$ cat src/rtl/mem_arbiter.sv
// Arbitrates one single-word RAM port between an 8-word icache refill port and a data port.
// Define MEM_ARB_DPRIO_EN to give the data port fixed priority on simultaneous requests (default: round-robin).
//
// state     | meaning
// IDLE      | sample i_stb/d_stb, grant one
// I_FETCH   | read BURST_LEN words from RAM into the line buffer
// I_DELIVER | stream the line buffer to the icache, one word per cycle
// I_DONE    | one dead cycle while the icache clears its miss state
// D_ACCESS  | single data read/write on the RAM port
// D_DONE    | one-cycle d_ack pulse
module mem_arbiter #(
    parameter int BURST_LEN = 8
) (
    input  logic        clk,
    input  logic        rst,
    input  logic        i_stb,
    input  logic [21:0] i_addr,
    output logic [31:0] i_dout,
    output logic        i_ack,
    input  logic        d_stb,
    input  logic        d_we,
    input  logic [21:0] d_addr,
    input  logic [31:0] d_din,
    output logic [31:0] d_dout,
    output logic        d_ack,
    output logic        ram_stb,
    output logic        ram_we,
    output logic [21:0] ram_addr,
    output logic [31:0] ram_din,
    input  logic [31:0] ram_dout,
    input  logic        ram_ack
);
    localparam int CW = $clog2(BURST_LEN);
    localparam logic [CW-1:0] LAST = CW'(BURST_LEN - 1);

    typedef enum logic [2:0] {
        IDLE,
        I_FETCH,
        I_DELIVER,
        I_DONE,
        D_ACCESS,
        D_DONE
    } state_t;

    state_t        state, state_nxt;
    logic [CW-1:0] cnt, cnt_nxt;
    logic [31:0]   line_buf [BURST_LEN];
    logic [31:0]   d_dout_r;
    logic          grant_i, grant_d;
    logic          unused_i_addr;

    // Refills always start at word 0, so the word-offset bits of i_addr are not used.
    assign unused_i_addr = ^i_addr[CW-1:0];

`ifdef MEM_ARB_DPRIO_EN
    always_comb begin
        grant_i = 1'b0;
        grant_d = 1'b0;
        if (d_stb) begin
            grant_d = 1'b1;
        end else if (i_stb) begin
            grant_i = 1'b1;
        end
    end
`else
    logic last_grant;   // 1 = data port was granted last

    always_comb begin
        grant_i = 1'b0;
        grant_d = 1'b0;
        if (i_stb && d_stb) begin
            if (last_grant) begin
                grant_i = 1'b1;
            end else begin
                grant_d = 1'b1;
            end
        end else begin
            grant_i = i_stb;
            grant_d = d_stb;
        end
    end

    always_ff @(posedge clk) begin
        if (rst) begin
            last_grant <= 1'b1;
        end else if (state == IDLE && (grant_i || grant_d)) begin
            last_grant <= grant_d;
        end
    end
`endif

    always_comb begin
        state_nxt = state;
        cnt_nxt   = cnt;
        case (state)
            IDLE: begin
                if (grant_i) begin
                    state_nxt = I_FETCH;
                    cnt_nxt   = '0;
                end else if (grant_d) begin
                    state_nxt = D_ACCESS;
                end
            end
            I_FETCH: begin
                if (ram_ack) begin
                    cnt_nxt = cnt + 1'b1;
                    if (cnt == LAST) begin
                        state_nxt = I_DELIVER;
                    end
                end
            end
            I_DELIVER: begin
                cnt_nxt = cnt + 1'b1;
                if (cnt == LAST) begin
                    state_nxt = I_DONE;
                end
            end
            I_DONE:   state_nxt = IDLE;
            D_ACCESS: begin
                if (ram_ack) begin
                    state_nxt = D_DONE;
                end
            end
            D_DONE:   state_nxt = IDLE;
            default:  state_nxt = IDLE;
        endcase
    end

    always_ff @(posedge clk) begin
        if (rst) begin
            state    <= IDLE;
            cnt      <= '0;
            d_dout_r <= '0;
        end else begin
            state <= state_nxt;
            cnt   <= cnt_nxt;
            if (state == D_ACCESS && ram_ack) begin
                d_dout_r <= ram_dout;
            end
        end
    end

    // Line buffer needs no reset: every word is rewritten before it is delivered.
    always_ff @(posedge clk) begin
        if (state == I_FETCH && ram_ack) begin
            line_buf[cnt] <= ram_dout;
        end
    end

    always_comb begin
        ram_stb  = 1'b0;
        ram_we   = 1'b0;
        ram_addr = '0;
        ram_din  = '0;
        case (state)
            I_FETCH: begin
                ram_stb  = 1'b1;
                ram_addr = {i_addr[21:CW], cnt};
            end
            D_ACCESS: begin
                ram_stb  = 1'b1;
                ram_we   = d_we;
                ram_addr = d_addr;
                ram_din  = d_din;
            end
            default: ;
        endcase
    end

    assign i_ack  = (state == I_DELIVER);
    assign i_dout = (state == I_DELIVER) ? line_buf[cnt] : '0;
    assign d_ack  = (state == D_DONE);
    assign d_dout = d_dout_r;

endmodule
$ cat config.mk
export PLATFORM = sky130hd
export DESIGN_NAME = mem_arbiter
export DESIGN_NICKNAME = d
export VERILOG_FILES = /design/src/rtl/mem_arbiter.sv
export SDC_FILE = /design/constraint.sdc
export NUM_CORES = 1
export LEC_CHECK = 0
export BUFFER_PORTS_ARGS = -buffer_cell sky130_fd_sc_hd__buf_2
export CORE_UTILIZATION = 59
export DETAILED_ROUTE_END_ITERATION = 12
export PLACE_DENSITY = 0.85
export SLEW_MARGIN = 10
export SYNTH_ARGS = -nofsm -noshare
export SYNTH_HDL_FRONTEND = slang
export SYNTH_SLANG_ARGS = --single-unit
$ cat constraint.sdc
create_clock -name clk -period 8.7 [get_ports clk]
set_input_delay 0.87 -clock clk [delete_from_list [all_inputs] [get_ports clk]]
set_output_delay 0.87 -clock clk [all_outputs]
set_load 0.01 [all_outputs]
[Yosys cells after proc, flatten, opt, wreduce, memory -nomap -nowiden]
Memories as Yosys holds them, arrays and structs flattened. A register that Yosys moved wholly into a read port is not among the register bits.
Cells that the tools add are included.
W data, S select, Z words.
Storage, ports and cells
  logic and storage cells: 50
  bits in latches: 0
  bits in writable memories: 256
  bits in read-only memories: 0
  output and inout port bits: 122
  input bits: 114
  memories kept: 1
  register bits: 39
Memory list
  line_buf: words 8, width 32, read ports 1, clocked after memory_dff 1, wr ports 1, line 47  | logic [31:0] line_buf [BURST_LEN];
Operators by class
  bitwise logic cells: 0
  reductions and logical operators: 10
  $add $sub $neg: 1
  eq/ne operators: 11
  muxes and demuxes: 23
  shift-type cells: 0
  multiply operators: 0
  div/mod/pow operators: 0
  order comparisons: 0
Operator list (number)
  $mux W32: 2
  $pmux W22 S2: 1
  $mux W3: 10
  $pmux W3 S4: 1
  $eq A3 B3 Y1 const B: 3
  $pmux W3 S3: 1
  $mux W1: 8
  $ne A2 B2 Y1 const B: 4
  $reduce_and A5 Y1: 1
  $logic_and A1 B1 Y1: 4
  $add A3 B1 Y3 const B: 1
  $eq A3 B1 Y1 const B: 1
  $eq A3 B2 Y1 const B: 1
  $logic_not A3 Y1: 1
  $ne A3 B3 Y1 const B: 1
  $reduce_and A3 Y1: 1
  $reduce_bool A3 Y1: 1
  $ne A2 B1 Y1 const B: 1
  $reduce_or A2 Y1: 1
  $logic_or A1 B1 Y1: 1

[Depth between registers and ports, before layout]
  depth in word-level cells: 6
  mapped depth: 7
  gate-level depth less buffers: 5

[Worst setup path before layout]
Ideal clock, no wire load.
  path type: input -> register
  start: input ram_ack
  end: memory line_buf[0][0] (enable)
  setup slack: 3.913 ns
  data arrival time: 4.286 ns
  library setup time: 0.501 ns
  stages: 3
  data required time: 8.199 ns
  buffers on the path: 1
  cells stage by stage: clkbuf_1 -> nand2b_1 -> nor4_1
Between the ends
  longest elaborated chain between the ends: 3
Ends and longest elaborated chain
  start: declaration: line 31  | input logic ram_ack
  $logic_and A1 B1 Y1: line 145  | if (state == I_FETCH && ram_ack) begin
  $mux W1: line 145
  $mux W1 (not written as such): line 146  | line_buf[cnt] <= ram_dout;
  end: declaration: line 47
Every way passes these cells.

==> results.cfg <==
[clock_tree]
clkLatencyLatePin_ns = 0.54
numCtsBuffers = 28
ctsHoldBuffers = 0
clk_pin_slew_ns = 0.06
cts_resized = 0
cts_root_buffer = clkbuf_16
cts_tree = yes
h-tree-depth = 1
clockBufferDepth = 3
cts.sinks = 298
post-cts-setup-buffers = 0

[timing]
max_freq_mhz = 256
slew_headroom = 0.364
period_minus_slack_ns = 3.91
setup_slack_ns = 4.79
clock_skew_ns = 0.0184
fin_crit_sh = 0.449
finalSetupViolCount = 0
finalHoldViolCount = 0
worst_pin_slew_ns = 0.954
setup_tns_ns = 0
grt_setup_unrepaired = no
drv_slew = 0

[yosys]
ys_seq_area_frac = 0.719
synthTopCellsByArea = edfxtp_1, mux4_2, dfxtp_1
synth_top_area_share = 0.648
syn_avg_cell_area_um2 = 17.2
syn_nets = 806
syn_area_um2 = 11900
synth_cell_types = 39
synth_top_area_cell = edfxtp_1
synthCells = 690
ys.warnings.count = 0
yosys_register_bits = 298

[die]
rows = 51
ioPinCount = 236
die_w_um = 144
dieArea_um2 = 20700
die_y_um = 144
core_area_um2 = 19600
initial_core_util = 0.605

[worst_setup_path]
worstPathMaxFanout = 40
arrival_ns = 3.04
critPathMaxStageDelay_ns = 0.70
end_kind = primary output
worstSetupPathType = reg2out
critPathRequiredTime_ns = 7.83
cp_slowest_cell = buf_4
critPathLaunchType = register
r2r_start = state[0]
crit_chain = buf_4, mux4_2, mux2i_1, nor2_1, buf_2

[drt]
antenna_left = 0
via_per_inst = 5.83
wirelength_um = 27700
drt_iter0_drc = 574
drt-pass1-iter-count = 5
drcViolationCount = 0
num_vias = 7083
wl_per_cell_um = 22.8

[layout]
fillers = 1181
final_util = 0.727
nets = 1040
final_area_um2 = 14200
layout-drive-gt1-share = 0.390
syn_to_final_growth_pct = 20.0

[global_routing]
antenna_found_initial = 3
overflow = 0
grt_max_degree = 65
track_usage = 0.275
grt_pass1_wl_um = 40700
grt_pass1_vias = 7244

[power_and_ir_drop]
ir_drop_mv = 0.136
power.density_nw_per_um2 = 237
p_leak_nw = 5.14

[flow_run]
max_cap_viol_count = 0

[placement]
gp_congestion = 0.943
port_buffers = 232
post-place-ws_ns = 5.28
post-dp-hpwl_um = 16800
placed_cell_area_um2 = 13300

[run_status]
outcome = complete, no violations

[hold_path]
hold_path_class = reg2reg
min_from = d_dout[9]
## report_power, final
group          internal [mW]  switching [mW]
clock network          0.678           0.492
registers               1.60          0.0443
logic                  0.249           0.307
## state kept, by name, summed over array words and instances (netlist names), named ones only
name,count
cnt,3
d_dout,32
last_grant,1
line_buf,256
state,3
## metrics by stage
step / hold slack, ns / instances / total power [mW]
global placement: 0.438 / 1159 / 2.21
floorplan: 0.475 / 690 / 2.02
finish: 0.456 / 1214 / 3.37
CTS: 0.456 / 1211 / 3.38
detailed placement: 0.446 / 1159 / 2.23
global route: 0.468 / 1214 / 3.49
## Yosys cell counts (all sizes together)
cell and n:
edfxtp 256, nand4b 1, a41o 1, xnor2 1, a221o 1, or4b 1
mux2i 38, nor3b 1, and3 1, o21ai 2, a211oi 2, nor4 2
dfxtp 42, ha 2, mux4 64, nand2b 9, buf 23, o211a 1
and3b 1, a21oi 34, o31a 1, nor3 8, or2 1, nand2 73
clkbuf 25, nor2b 1, inv 2, o21bai 1, and2 35, a22o 21
nor2 36, nand3b 1, a31oi 1, nand3 1
## final cells by class
class                   count  area, µm²  share of cell area
flip-flops and latches    298       8530               0.600
multi-input cells         342       3150               0.222
repair buffers            252       1310              0.0921
clock buffers              46        830              0.0583
well taps                 265        332              0.0233
clock inverters             6       57.6             0.00404
inverters                   2       7.51            0.000527
diodes                      3       7.51            0.000527
## metal layers
metal,vias up,GRT usage,part of all wire
met3,53,0.0380,0.077
met2,383,0.485,0.53
li1,3136,-,-
met1,3511,0.339,0.36
met5,-,0,0
met4,0,0.125,0.031
## placed cells by master, fill, tap and decap left out, drive strengths merged, types with 3 or more instances in the layout
cell type    n
edfxtp     256
buf        252
nand2       73
mux4        64
clkbuf      46
dfxtp       42
mux2i       38
nor2        36
and2        35
a21oi       34
a22o        21
nand2b       9
nor3         8
clkinv       4
diode        3
## worst max-delay path, delay by kind of cell (launching register included)
| family | cells | cell delay [ns] |
|---|---|---|
| buffers and inverters | 2 | 0.87 |
| multiplexers | 2 | 0.82 |
| flip-flops | 1 | 0.68 |
| AND/OR/NAND/NOR | 1 | 0.06 |
## worst paths after layout
check | endpoint | slack, ns | cells after the start
worst max-delay path | i_dout[0] | 4.79 | 5
worst min-delay path | d_dout[9] | 0.46 | 2
worst max register to register | line_buf[7][9] | 5.53 | 4
worst min register to register | d_dout[9] | 0.46 | 2
## cells by family after synthesis
group	share of synthesized area
flops	0.719
simple gates	0.0686
mux	0.154
compound gates	0.0364
buf+inv	0.0196
fa+ha+maj	0.00211
xor+xnor	0.000739
Power figures use the tool's default switching activity.
